<file path="src/rtl/bleuart_rx.sv">
`default_nettype none
// ============================================================================
// Module      : bleuart_rx
// Description : 8N1 UART receiver for the BLE module serial link.
//               The rx line is double-flop synchronized, a start bit is
//               qualified at its mid-point, and eight data bits (LSB first)
//               plus the stop bit are sampled once per bit period.
//               Completed bytes land in a single-entry holding register
//               with a valid/ready handshake toward the consumer.
//               Framing errors and overruns raise a one-cycle error pulse.
//
// Ports       : clk           system clock, rising edge
//               rst           synchronous, active-high reset
//               rx            asynchronous serial input, idle high
//               enable        gates acceptance of new frames only
//               data_out[7:0] received byte, valid while data_valid is high
//               data_valid    holding register full
//               data_ready    consumer takes data_out when valid & ready
//               uart_in_error one-cycle pulse on framing error or overrun
//               busy          receiver is somewhere other than IDLE
//
// Revision    : 1.0  initial release
// ============================================================================
module bleuart_rx #(
    parameter int CLKS_PER_BIT = 434
) (
    input  logic       clk,
    input  logic       rst,
    input  logic       rx,
    input  logic       enable,
    output logic [7:0] data_out,
    output logic       data_valid,
    input  logic       data_ready,
    output logic       uart_in_error,
    output logic       busy
);

    localparam int CW = (CLKS_PER_BIT > 1) ? $clog2(CLKS_PER_BIT) : 1;

    // Mid-bit point used to qualify the start bit, and the last count of a
    // full bit period.
    localparam logic [CW-1:0] c_cnt_half = CW'(CLKS_PER_BIT / 2);
    localparam logic [CW-1:0] c_cnt_last = CW'(CLKS_PER_BIT - 1);

    typedef enum logic [2:0] {
        S_IDLE      = 3'd0,
        S_START     = 3'd1,
        S_DATA      = 3'd2,
        S_STOP      = 3'd3,
        S_WAIT_IDLE = 3'd4
    } state_t;

    state_t          r_state;
    state_t          w_state_nxt;

    logic            r_rx_m;
    logic            r_rx_s;

    logic [CW-1:0]   r_cnt;
    logic [CW-1:0]   w_cnt_nxt;
    logic [2:0]      r_bit_idx;
    logic [2:0]      w_bit_idx_nxt;
    logic [7:0]      r_shift;
    logic [7:0]      w_shift_nxt;

    logic            w_byte_done;
    logic            w_frame_err;

    logic [7:0]      r_data_out;
    logic            r_data_valid;
    logic            r_err;

    // ------------------------------------------------------------------
    // Input synchronizer; both flops reset to the idle (high) line level so
    // that reset never manufactures a false start edge.
    // ------------------------------------------------------------------
    always_ff @(posedge clk) begin
        if (rst) begin
            r_rx_m <= 1'b1;
            r_rx_s <= 1'b1;
        end else begin
            r_rx_m <= rx;
            r_rx_s <= r_rx_m;
        end
    end

    // ------------------------------------------------------------------
    // FSM and datapath registers
    // ------------------------------------------------------------------
    always_ff @(posedge clk) begin
        if (rst) begin
            r_state   <= S_IDLE;
            r_cnt     <= '0;
            r_bit_idx <= 3'd0;
            r_shift   <= 8'h00;
        end else begin
            r_state   <= w_state_nxt;
            r_cnt     <= w_cnt_nxt;
            r_bit_idx <= w_bit_idx_nxt;
            r_shift   <= w_shift_nxt;
        end
    end

    // ------------------------------------------------------------------
    // Next-state logic. The baud counter free-runs inside a state and is
    // forced back to zero whenever a sample is taken or the state changes,
    // so it never climbs past the last count of a bit period.
    // ------------------------------------------------------------------
    always_comb begin
        w_state_nxt   = r_state;
        w_cnt_nxt     = r_cnt + CW'(1);
        w_bit_idx_nxt = r_bit_idx;
        w_shift_nxt   = r_shift;
        w_byte_done   = 1'b0;
        w_frame_err   = 1'b0;

        case (r_state)
            S_IDLE: begin
                w_cnt_nxt = '0;
                if (enable && !r_rx_s) begin
                    w_state_nxt   = S_START;
                    w_bit_idx_nxt = 3'd0;
                end
            end

            S_START: begin
                if (r_cnt == c_cnt_half) begin
                    w_cnt_nxt = '0;
                    // A line that is high again at mid-start was a glitch.
                    w_state_nxt = r_rx_s ? S_IDLE : S_DATA;
                end
            end

            S_DATA: begin
                if (r_cnt == c_cnt_last) begin
                    w_cnt_nxt              = '0;
                    w_shift_nxt[r_bit_idx] = r_rx_s;
                    w_bit_idx_nxt          = r_bit_idx + 3'd1;
                    if (r_bit_idx == 3'd7) begin
                        w_state_nxt = S_STOP;
                    end
                end
            end

            S_STOP: begin
                if (r_cnt == c_cnt_last) begin
                    w_cnt_nxt = '0;
                    if (r_rx_s) begin
                        w_byte_done = 1'b1;
                        w_state_nxt = S_IDLE;
                    end else begin
                        w_frame_err = 1'b1;
                        w_state_nxt = S_WAIT_IDLE;
                    end
                end
            end

            S_WAIT_IDLE: begin
                // Hold off through a break so it reports only one error.
                w_cnt_nxt = '0;
                if (r_rx_s) begin
                    w_state_nxt = S_IDLE;
                end
            end

            default: begin
                w_cnt_nxt   = '0;
                w_state_nxt = S_IDLE;
            end
        endcase
    end

    // ------------------------------------------------------------------
    // Holding register and error pulse. A completed byte is accepted when
    // the register is empty or is being drained in the same cycle;
    // otherwise it is an overrun and the held byte is kept.
    // ------------------------------------------------------------------
    always_ff @(posedge clk) begin
        if (rst) begin
            r_data_out   <= 8'h00;
            r_data_valid <= 1'b0;
            r_err        <= 1'b0;
        end else begin
            r_err <= w_frame_err | (w_byte_done & r_data_valid & ~data_ready);
            if (w_byte_done && (!r_data_valid || data_ready)) begin
                r_data_out   <= r_shift;
                r_data_valid <= 1'b1;
            end else if (r_data_valid && data_ready) begin
                r_data_valid <= 1'b0;
            end
        end
    end

    assign data_out      = r_data_out;
    assign data_valid    = r_data_valid;
    assign uart_in_error = r_err;
    assign busy          = (r_state != S_IDLE);

endmodule
`default_nettype wire

</file>
<file path="config.mk">
export PLATFORM = sky130hd
export DESIGN_NAME = bleuart_rx
export DESIGN_NICKNAME = d
export VERILOG_FILES = /design/src/rtl/bleuart_rx.sv
export SDC_FILE = /design/constraint.sdc
export NUM_CORES = 1
export LEC_CHECK = 0
export CAP_MARGIN = 5
export CORE_ASPECT_RATIO = 1.2
export CORE_MARGIN = 2
export CORE_UTILIZATION = 51
export CTS_BUF_LIST = sky130_fd_sc_hd__clkbuf_4
export CTS_CLUSTER_SIZE = 25
export DETAILED_ROUTE_END_ITERATION = 6
export DONT_BUFFER_PORTS = 1
export PLACE_DENSITY_LB_ADDON = 0.15
export SLEW_MARGIN = 20
export SYNTH_ARGS = -nofsm -noshare
export SYNTH_HDL_FRONTEND = slang
export SYNTH_SLANG_ARGS = --single-unit
</file>
<file path="constraint.sdc">
create_clock -name clk -period 2.9 [get_ports clk]
set_input_delay 0.58 -clock clk [delete_from_list [all_inputs] [get_ports clk]]
set_output_delay 0.58 -clock clk [all_outputs]
set_load 0.02 [all_outputs]
</file>
# After elaboration in Yosys (flattened, before gate mapping)
# Cells that the tools add are included.
# Widths: inputs -> output; s select.
dict set report totals {
  output_inout_bits 11
  wordCells 71
  inputBits 5
  reg_bits 35
}
dict set report classes {
  order_cmp 2
  n_eq_ne 13
  bitwise_logic 4
  n_reduce_logical 15
  muxes 26
  add_sub_neg 2
}
# cell n
set ops {}
lappend ops {{$mux 3} 9}
lappend ops {{$mux 9} 2}
lappend ops {{$pmux 9 s2} 1}
lappend ops {{$pmux 3 s5} 1}
lappend ops {{$ne 2x2->1 const B} 6}
lappend ops {{$add 9x1->9 const B} 1}
lappend ops {{$eq 9x8->1 const B} 1}
lappend ops {{$eq 9x9->1 const B} 1}
lappend ops {{$mux 1} 9}
lappend ops {{$bwmux 8} 1}
lappend ops {{$eq 3x2->1 const B} 2}
lappend ops {{$eq 3x3->1 const B} 2}
lappend ops {{$pmux 3 s2} 1}
lappend ops {{$reduce_and 6->1} 1}
lappend ops {{$logic_and 1x1->1} 4}
lappend ops {{$lt 3x4->1 const B} 1}
lappend ops {{$reduce_bool 2->1} 2}
lappend ops {{$add 3x1->3 const B} 1}
lappend ops {{$demux 1 s3} 1}
lappend ops {{$eq 3x1->1 const B} 1}
lappend ops {{$ge 3x1->1 const B} 1}
lappend ops {{$logic_not 3->1} 1}
lappend ops {{$reduce_and 3->1} 1}
lappend ops {{$reduce_bool 3->1} 1}
lappend ops {{8 further kinds} 10}

# Longest topological paths before layout
# Gate-level depths: netlist of the first run.
dict set report logic_depth {
  depth_word 6
  mapped_depth 6
}

# Worst setup path after synthesis of the first run
# OpenSTA, ideal clock, no wires.
dict set report synth_path {
  path_kind {reg2reg}
  start {register r_cnt[0]}
  end {register r_shift[5]}
  synth_period_minus_slack_ps 1565
  stages_incl_launch_ff 6
  arrival_time_ps 1493
  path_buffers 0
  path_slack_ps 1335
  setup_ps 72
  cell_sequence {dfxtp_1 ha_1 and4b_1 nand2_2 nor4b_1 mux2i_1}
}
dict set report synth_between {
  elab_chain_len 2
}
# item line
set synth_lines {}
lappend synth_lines {{start, declared} 59} ;# logic [CW-1:0] r_cnt;
lappend synth_lines {{start signal, assigned} 98} ;# r_cnt <= w_cnt_nxt;
lappend synth_lines {{$eq 9x9->1} 135} ;# if (r_cnt == c_cnt_last) begin
lappend synth_lines {{$reduce_and 2->1 (no source line)} --}
lappend synth_lines {{end signal, assigned} 100} ;# r_shift <= w_shift_nxt;
lappend synth_lines {{end, declared} 63} ;# logic [7:0] r_shift;
# Every way passes these cells.
# A chain may end at the register's enable or synchronous reset.

# Worst setup path after layout of the first run
dict set report layout_path {
  start {register r_state[1]}
  end {register r_cnt[4]}
}
dict set report layout_between {
  elab_chain_len 3
}
# item line
set layout_lines {}
lappend layout_lines {{start, declared} 53} ;# state_t r_state;
lappend layout_lines {{start signal, assigned} 97} ;# r_state <= w_state_nxt;
lappend layout_lines {{$eq 3x2->1} 117} ;# case (r_state)
lappend layout_lines {{$reduce_or 2->1 (no source line)} --}
lappend layout_lines {{$pmux 9 s2 (*)} 117}
# Mark *: on every way between the ends. The rest lies on a longest branch, timed or not.

==> results of run 1 <==
## sequential cells by signal, summed over array words and instances (netlist names)
signal         cells
data_out           8
data_valid         1
r_bit_idx          3
r_cnt              9
r_rx_m             1
r_rx_s             1
r_shift            8
r_state            3
uart_in_error      1
## worst paths after layout
kind / end / depth (start not counted) / start / slack, ns
max: r_cnt[4]$_SDFF_PP0_ / 4 / r_state[1]$_SDFFE_PP0P_ / 1.05
min: r_state[1]$_SDFFE_PP0P_ / 1 / rst / 0.30
max reg2reg: r_cnt[4]$_SDFF_PP0_ / 4 / r_state[1]$_SDFFE_PP0P_ / 1.05
min reg2reg: r_rx_s$_SDFF_PP1_ / 1 / r_rx_m$_SDFF_PP1_ / 0.42
## final cells by class
class	count	area, um2	area share, %
clock buffers	5	37.5	2.18
clock inverters	2	8.76	0.508
inverters	5	18.8	1.09
multi-input cells	121	915	53.0
flip-flops and latches	35	701	40.6
well taps	36	45.0	2.61
## routing by layer
metal / track usage [%] / part of all wire (%) / vias to the layer above / wire length (um)
met1: 19.3 / 44 / 567 / 1300
met3: 6.02 / 4.3 / 5 / 127
met4: 7.14 / 1.6 / 0 / 47
li1: - / - / 591 / -
met2: 30.9 / 50 / 24 / 1500
met5: 0 / 0 / - / 0
## power by group through the flow
stage          Combinational [W]  Clock (W)  Sequential [W]
2_1_floorplan          0.0000178          0        0.000494
3_3_place_gp           0.0000144          0        0.000495
3_5_place_dp           0.0000146          0        0.000495
4_1_cts                0.0000146   0.000250        0.000484
5_1_grt                0.0000156   0.000266        0.000484
6_report               0.0000145   0.000237        0.000484
## cells by family (layout without fill, tap and decap cells)
| group | count (synthesis) | after routing |
|---|---|---|
| AO/OA/AOI/OAI | 17 | 17 |
| XOR/XNOR | 7 | 7 |
| adder cells (fa/ha/maj) | 4 | 4 |
| buffers and inverters | 12 | 12 |
| flip-flops | 35 | 35 |
| multiplexers | 17 | 17 |
| AND/OR/NAND/NOR | 76 | 76 |
## placed cells by master, fill, tap and decap left out, types with 3 or more instances in the layout
master	n
nand4b_1	3
nor4_1	4
nor3_1	6
a21oi_1	3
mux2i_1	17
dfxtp_1	35
o21ai_0	4
nand2_1	5
xnor2_1	6
nor2_1	5
nand3_1	5
ha_1	4
nor2_2	8
inv_1	5
clkbuf_4	5
nand2b_1	19
## stage by stage
step / instance area, um2 / worst slack (ns) / hold slack (ns) / instances
floorplan: 1680 / 1.33 / 0.389 / 168
global placement: 1680 / 1.11 / 0.393 / 197
detailed placement: 1680 / 1.07 / 0.397 / 197
CTS: 1730 / 1.04 / 0.281 / 204
global route: 1730 / 0.906 / 0.280 / 204
finish: 1730 / 1.05 / 0.301 / 204
==> flow_summary.toml, run 1 <==
[sta]
worst_pin_slew_ns = 0.489
fin_crit_sh_pct = 64.0
fin_crit_ns = 1.85
fmax_ghz = 0.539
grt_setup_unrepaired = "false"
setup_violations = 0
relSlewSlack_pct = 67.4
fin_tns_setup_ns = 0
final_hold_viol_count = 0
drv_slew = 0
finalClockSkew_ns = 0.00380

[layout]
nFillCells = 283
n_antenna_cell = 0
area_growth_pct = 2.99
drive_gt1_share_pct = 14.3
nNetsFinal = 177
post-route-util_pct = 55.5

[route]
drt-total-wl_mm = 2.97
drt_iter0_drc = 41
ant_nets = 0
dr.pass1.iters = 4
avgRoutedWirePerCell_um = 14.5
post_drt_via_cell_ratio = 5.82
vias = 1187
drcViolationCount = 0

[logic_synthesis]
synth-xor-area-share_pct = 3.66
synth_top_family_by_area = "simple AND/OR/NAND/NOR gates"
synth_edf_count = 0
synth_cell_types = 45
yosysSeqAreaShare_pct = 41.8
synth_fa_ha_area_share_pct = 2.99
synth_compound_gate_area_share_pct = 7.32
synth_top_area_share_pct = 41.8
ys_ff_latch = 35
async_flop_share_pct = 0
post-synth-top-count-cell = "dfxtp_1"
syn_nets = 177
syn_area_um2 = 1680
syn_inst = 168
ys.flop_type = "dfxtp_1"
synth_common_cells = "35 x dfxtp_1, 19 x nand2b_1, 17 x mux2i_1, 8 x nor2_2"
yosysWarnings = 0
yosys.area_share.simple_pct = 30.5
synthMuxAreaShare_pct = 10.2
synthTopCellsByArea = "dfxtp_1 42%, mux2i_1 10%, nand2b_1 7.1%"
synth.largest_area_cell = "dfxtp_1"
synth_area_per_cell_um2 = 9.97

[worst_setup_path]
crit_type = "flop to flop"
start_kind = "flop"
crit_fanout = 9
cp-end-kind = "flop"
required_ns = 3.18
path_cells = "and2b_1 -> a22oi_2 -> a2111o_1 -> nor2_2"
crit_slowest_cell = "a2111o_1"
cp_num_buf_inv = 0
max_stage_delay_ns = 0.64
critPathArrivalTime_ns = 2.13
path_delay_family = "compound AO/OA/AOI/OAI gates"

[cts]
root_buffer = "clkbuf_4"
cts_made_buffers = 5
cts_buffer_depth = 2
hold_buffers = 0
postCtsSetupRepairBufs = 0
worstSkewPairLatency_ns = 0.34
htree_levels = 2
clock-sinks = 35
cts_tree = "yes"
post_cts_resized = 0
clk_pin_slew_ns = 0.10

[floorplanning]
die_h_um = 66.8
coreArea_um2 = 3110
ios = 16
die_area_um2 = 3760
start_util_pct = 53.9
die_x_um = 56.3
rows = 22

[global_route]
grt.total_usage_pct = 17.5
grt_overflow = 0
grt_pass1_wl_mm = 5.06
antenna_found_initial = 0
grt_pass1_vias = 1122
grt_max_degree = 30

[placed_design]
portBuffers = 0
gp_congestion = 0.774
dpl.hpwl_mm = 2.13

[pwr]
p_sw_w = 0.000159
internal_power_w = 0.000575
switching_share_pct = 21.7
p_comb_share_pct = 2.0
p_per_area_nw_per_um2 = 426
p_total_w = 0.000735
power_frac_seq_pct = 65.8
clockPowerShare_pct = 32.2
ir_worst_vdd_v = 0.000298
p_leak_nw = 0.580

[min_path]
hold_path.class = "input port to flop"

[job]
drv_cap = 0

[outcome]
status = "complete, no violations"
No activity file was read; power rests on OpenSTA's default activity.
==> run 2, diff against run 1 <==
==> constraint.sdc (replaced) <==
create_clock -name clk -period 1.7 [get_ports clk]
set_input_delay 0.34 -clock clk [delete_from_list [all_inputs] [get_ports clk]]
set_output_delay 0.34 -clock clk [all_outputs]
set_load 0.02 [all_outputs]
==> run 2 against run 1 <==
  * Fmax grew 12%
  * Final area grew 9.2%
  * Clock skew grew 0.0080 ns
  * Critical path depth grew 1
  * Sequential share of layout area shrank 3.4 points
  * Critical path type unchanged
==> flow_summary.toml, run 2 (synthesis gave the netlist of run 1 again) <==
[global_route]
met2_usage_pct = 32.6
grt_max_degree = 30
grt.total_usage_pct = 18.4
gr-usage-met1_pct = 19.5
grt-busiest-layer = "met2"
grt_pass1_vias = 1204
grt_overflow = 0
globalRouteMet3Util_pct = 5.24
antenna_found_initial = 0
grt_pass1_wl_mm = 5.24

[worst_setup_path]
max_stage_delay_ns = 0.35
path_depth = 5
cp-end-kind = "flop"
r2r_end = "r_shift[3]$_SDFFE_PP0P_"
cp_num_buf_inv = 1
reg2reg_from = "r_cnt[6]$_SDFF_PP0_"
crit_type = "flop to flop"
endpoint = "r_shift[3]$_SDFFE_PP0P_"
ff2ff_path_depth = 5
rrSetupSlack_ns = 0.04
path_delay_family = "simple AND/OR/NAND/NOR gates"
start_kind = "flop"
crit_fanout = 5
path_cells = "buf_4 -> and4bb_2 -> nand3_1 -> nor4_1 -> mux2i_1"
required_ns = 1.97
critPathArrivalTime_ns = 1.93
setup.worst_path.start = "r_cnt[6]$_SDFF_PP0_"
crit_slowest_cell = "nor4_1"

[cts]
clock-sinks = 35
worstSkewPairLatency_ns = 0.34
htree_levels = 2
cts_tree = "yes"
cts_made_buffers = 5
hold_buffers = 0
root_buffer = "clkbuf_4"
cts_buffer_depth = 2
clk_pin_slew_ns = 0.10

[layout]
top_register = "r_cnt"
final_common_cell = "dfxtp_1"
area_growth_pct = 12.5
mostFrequentLayoutCells = "35 x dfxtp_1, 19 x nand2b_1, 17 x mux2i_1"
nFillCells = 273
n_antenna_cell = 0
nNetsFinal = 190
drive_gt1_share_pct = 23.1
largest_reg_flops = 9
multi_input_area_um2 = 965
ff_latch_area_um2 = 701

[outcome]
status = "complete, no violations"

[route]
avgRoutedWirePerCell_um = 14.5
drcViolationCount = 0
ant_nets = 0
post_drt_via_cell_ratio = 5.70
drt_iter0_drc = 38
drt-total-wl_mm = 3.17
dr.pass1.iters = 4
vias = 1242

[sta]
holdWs_ns = 0.0572
final_hold_viol_count = 0
setup_violations = 0
fin_crit_ns = 1.66
worst_pin_slew_ns = 0.359
drv_slew = 0
fin_ws_ns = 0.0445
relSlewSlack_pct = 75.7
grt_setup_unrepaired = "true"
fin_crit_sh_pct = 97.4
finalClockSkew_ns = 0.0118
fmax_ghz = 0.604

[placed_design]
pre_cts_ws_ns = 0.0302
dpl.hpwl_mm = 2.18
gp_congestion = 0.782
portBuffers = 0

[pwr]
p_total_w = 0.00128
ir_worst_vdd_v = 0.000529
p_leak_nw = 0.666
p_per_area_nw_per_um2 = 682

[job]
drv_cap = 0

[floorplanning]
ios = 16
rows = 22
start_util_pct = 53.9
die_area_um2 = 3760
die_x_um = 56.3
die_h_um = 66.8
coreArea_um2 = 3110

[min_path]
hold_path.class = "input port to flop"
hold_depth = 1
## run 2: cell types whose count changed in the layout (fill, tap and decap cells not counted), sizes merged
cell,before,now
a2111o,1,2
clkbuf,5,6
buf,0,12
## run 2: power breakdown
group	switching [W]	total (W)	internal, W
combinational	0.0000127	0.0000280	0.0000154
clock	0.000263	0.000432	0.000169
sequential	0.00000220	0.000824	0.000822
total	0.000278	0.00128	0.00101
## run 2: worst reg2reg max path: cells and delay by family, from the launching register on
kind,cells,cell delay [ns]
buffers and inverters,1,0.15
flip-flops,1,0.33
multiplexers,1,0.22
AND/OR/NAND/NOR,3,0.90
## run 2: area by class of cell
class	instances	share of cell area, %
multi-input cells	122	51.2
inverters	5	0.996
well taps	36	2.39
repair buffers	12	5.44
flip-flops and latches	35	37.2
clock buffers	6	2.39
clock inverters	2	0.398
## run 2: worst min path at each step
| stage | startpoint | end | slack [ns] |
|---|---|---|---|
| floorplan | r_rx_m$_SDFF_PP1_ | r_rx_s$_SDFF_PP1_ | 0.39 |
| global placement | r_rx_m$_SDFF_PP1_ | r_rx_s$_SDFF_PP1_ | 0.39 |
| detailed placement | r_rx_m$_SDFF_PP1_ | r_rx_s$_SDFF_PP1_ | 0.40 |
| CTS | rst | r_bit_idx[0]$_SDFFE_PP0P_ | 0.03 |
| global route | rst | r_bit_idx[0]$_SDFFE_PP0P_ | 0.02 |
| finish | rst | r_bit_idx[0]$_SDFFE_PP0P_ | 0.06 |
## run 2: repair_timing
| action | CTS | global route |
|---|---|---|
| resized for setup | 0 | 8 |
| setup buffers | 0 | 0 |
| setup endpoints to repair | 0 | 16 |
| hold endpoints to repair | 0 | 0 |
## run 2: metrics by stage
stage | instance area, um2 | instances | utilization [%] | setup TNS (ns)
final | 1880 | 218 | 60.6 | 0
after global routing | 1880 | 218 | 60.6 | -0.0573
after CTS | 1830 | 217 | 59.0 | 0
after detailed placement | 1780 | 209 | 57.3 | 0
after global placement | 1780 | 209 | 57.3 | 0
after floorplan | 1680 | 168 | - | 0
## run 2: layer usage
metal	wire [um]	share of wire, %
met1	1390	44
met2	1610	51
met3	93	2.9
met4	76	2.4
met5	0	0
==> run 3, diff against run 2 <==
--- a/config.mk
+++ b/config.mk
@@ -14,6 +14,7 @@
 export DETAILED_ROUTE_END_ITERATION = 6
 export DONT_BUFFER_PORTS = 1
 export PLACE_DENSITY_LB_ADDON = 0.15
+export SKIP_LAST_GASP = 1
 export SLEW_MARGIN = 20
 export SYNTH_ARGS = -nofsm -noshare
 export SYNTH_HDL_FRONTEND = slang
==> run 3 against run 2 <==
  * Clock skew is essentially flat
  * Highest routed layer unchanged
  * Non-clock buffer count is the same
  * Via count shrank 0.48%
  * Utilization shrank 0.16 points
  * Combinational power is essentially flat
  * Critical path depth is the same
  * Cell count is the same
  * Final area shrank 0.27%
  * Clock power is essentially flat
  * Sequential share of layout area grew 0.099 points
==> flow_summary.toml, run 3 (synthesis gave the netlist of run 1 again) <==
[floorplanning]
coreArea_um2 = 3110
die_area_um2 = 3760
ios = 16
die_h_um = 66.8
rows = 22
start_util_pct = 53.9
die_x_um = 56.3

[route]
vias = 1236
drt-total-wl_mm = 3.16
ant_nets = 0
drcViolationCount = 0
drt_iter0_drc = 41
dr.pass1.iters = 4
avgRoutedWirePerCell_um = 14.5
post_drt_via_cell_ratio = 5.67

[pwr]
switching_share_pct = 21.6
ir_worst_vdd_v = 0.000529
power_frac_seq_pct = 64.2
p_leak_nw = 0.650
p_per_area_nw_per_um2 = 683
p_total_w = 0.00128
p_comb_share_pct = 2.2
clockPowerShare_pct = 33.6
internal_power_w = 0.00101
p_sw_w = 0.000277

[global_route]
grt_max_degree = 30
grt_overflow = 0
grt_pass1_vias = 1204
grt_pass1_wl_mm = 5.24
grt.total_usage_pct = 18.4
antenna_found_initial = 0

[cts]
cts_made_buffers = 5
htree_levels = 2
cts_buffer_depth = 2
post_cts_resized = 0
postCtsSetupRepairBufs = 0
cts_tree = "yes"
worstSkewPairLatency_ns = 0.34
clk_pin_slew_ns = 0.10
clock-sinks = 35
hold_buffers = 0
root_buffer = "clkbuf_4"

[sta]
grt_setup_unrepaired = "true"
fin_crit_sh_pct = 97.3
worst_pin_slew_ns = 0.359
final_hold_viol_count = 0
fin_ws_ns = 0.0465
relSlewSlack_pct = 75.7
setup_violations = 0
drv_slew = 0
finalClockSkew_ns = 0.0114
fin_crit_ns = 1.65
fmax_ghz = 0.605

[layout]
area_growth_pct = 12.2
top_register = "r_cnt"
ff_latch_area_um2 = 701
largest_reg_flops = 9
nNetsFinal = 190
final_common_cell = "dfxtp_1"
multi_input_area_um2 = 960
layout.cells.non_filler = 218
design_area_um2 = 1880
drive_gt1_share_pct = 23.1
mostFrequentLayoutCells = "35 x dfxtp_1, 19 x nand2b_1, 17 x mux2i_1"
nFillCells = 274
n_antenna_cell = 0

[worst_setup_path]
critPathArrivalTime_ns = 1.92
start_kind = "flop"
rrSetupSlack_ns = 0.05
r2r_end = "r_shift[3]$_SDFFE_PP0P_"
ff2ff_path_depth = 5
cp-end-kind = "flop"
reg2reg_from = "r_cnt[6]$_SDFF_PP0_"
setup.worst_path.start = "r_cnt[6]$_SDFF_PP0_"
required_ns = 1.97
crit_type = "flop to flop"
endpoint = "r_shift[3]$_SDFFE_PP0P_"
crit_fanout = 5

[placed_design]
dpl.hpwl_mm = 2.18
place_area_um2 = 1780
dp_cells = 209
gp_congestion = 0.782
portBuffers = 0
pre_cts_ws_ns = 0.0302

[job]
drv_cap = 0

[outcome]
status = "complete, no violations"

[min_path]
hold_path.class = "input port to flop"
run 3: cell type report:
| type | instances | area share (%) |
|---|---|---|
| sequential | 35 | 37.3 |
| clock buffer | 6 | 2.40 |
| clock inverter | 2 | 0.399 |
| inverter | 5 | 0.999 |
| multi-input combinational | 122 | 51.1 |
| timing repair buffer | 12 | 5.46 |
| tap | 36 | 2.40 |
run 3: critical path: stages (launching register included):
cell      delay [ns]
dfxtp_1         0.33
buf_4           0.15
and4bb_2        0.32
nand3_1         0.23
nor4_1          0.35
mux2i_1         0.22
run 3: how the worst min path moves through the flow:
stage                                      to  depth (start not counted)         startpoint
floorplan                   r_rx_s$_SDFF_PP1_                          1  r_rx_m$_SDFF_PP1_
global placement            r_rx_s$_SDFF_PP1_                          1  r_rx_m$_SDFF_PP1_
detailed placement          r_rx_s$_SDFF_PP1_                          1  r_rx_m$_SDFF_PP1_
CTS                 r_bit_idx[0]$_SDFFE_PP0P_                          1                rst
global route        r_bit_idx[0]$_SDFFE_PP0P_                          1                rst
finish              r_bit_idx[0]$_SDFFE_PP0P_                          1                rst
run 3: per-stage QoR:
step / TNS, ns / utilization (%) / hold slack (ns)
floorplan: 0 / - / 0.389
global placement: 0 / 57.3 / 0.393
detailed placement: 0 / 57.3 / 0.402
CTS: 0 / 59.0 / 0.0300
global route: -0.261 / 60.4 / 0.0226
finish: 0 / 60.4 / 0.0578
run 3: layer usage:
metal / GRT usage [%] / up-vias / routed length, um
li1: - / 625 / -
met1: 19.5 / 585 / 1380
met2: 32.6 / 21 / 1600
met3: 5.24 / 5 / 94
met4: 10.7 / 0 / 76
met5: 0 / - / 0
run 3: power by group through the flow:
stage | logic, W | clock network [W] | registers (W)
final | 0.0000280 | 0.000432 | 0.000824
after global routing | 0.0000297 | 0.000477 | 0.000825
after CTS | 0.0000273 | 0.000452 | 0.000824
after detailed placement | 0.0000278 | 0 | 0.000843
after global placement | 0.0000271 | 0 | 0.000843
after floorplan | 0.0000304 | 0 | 0.000842
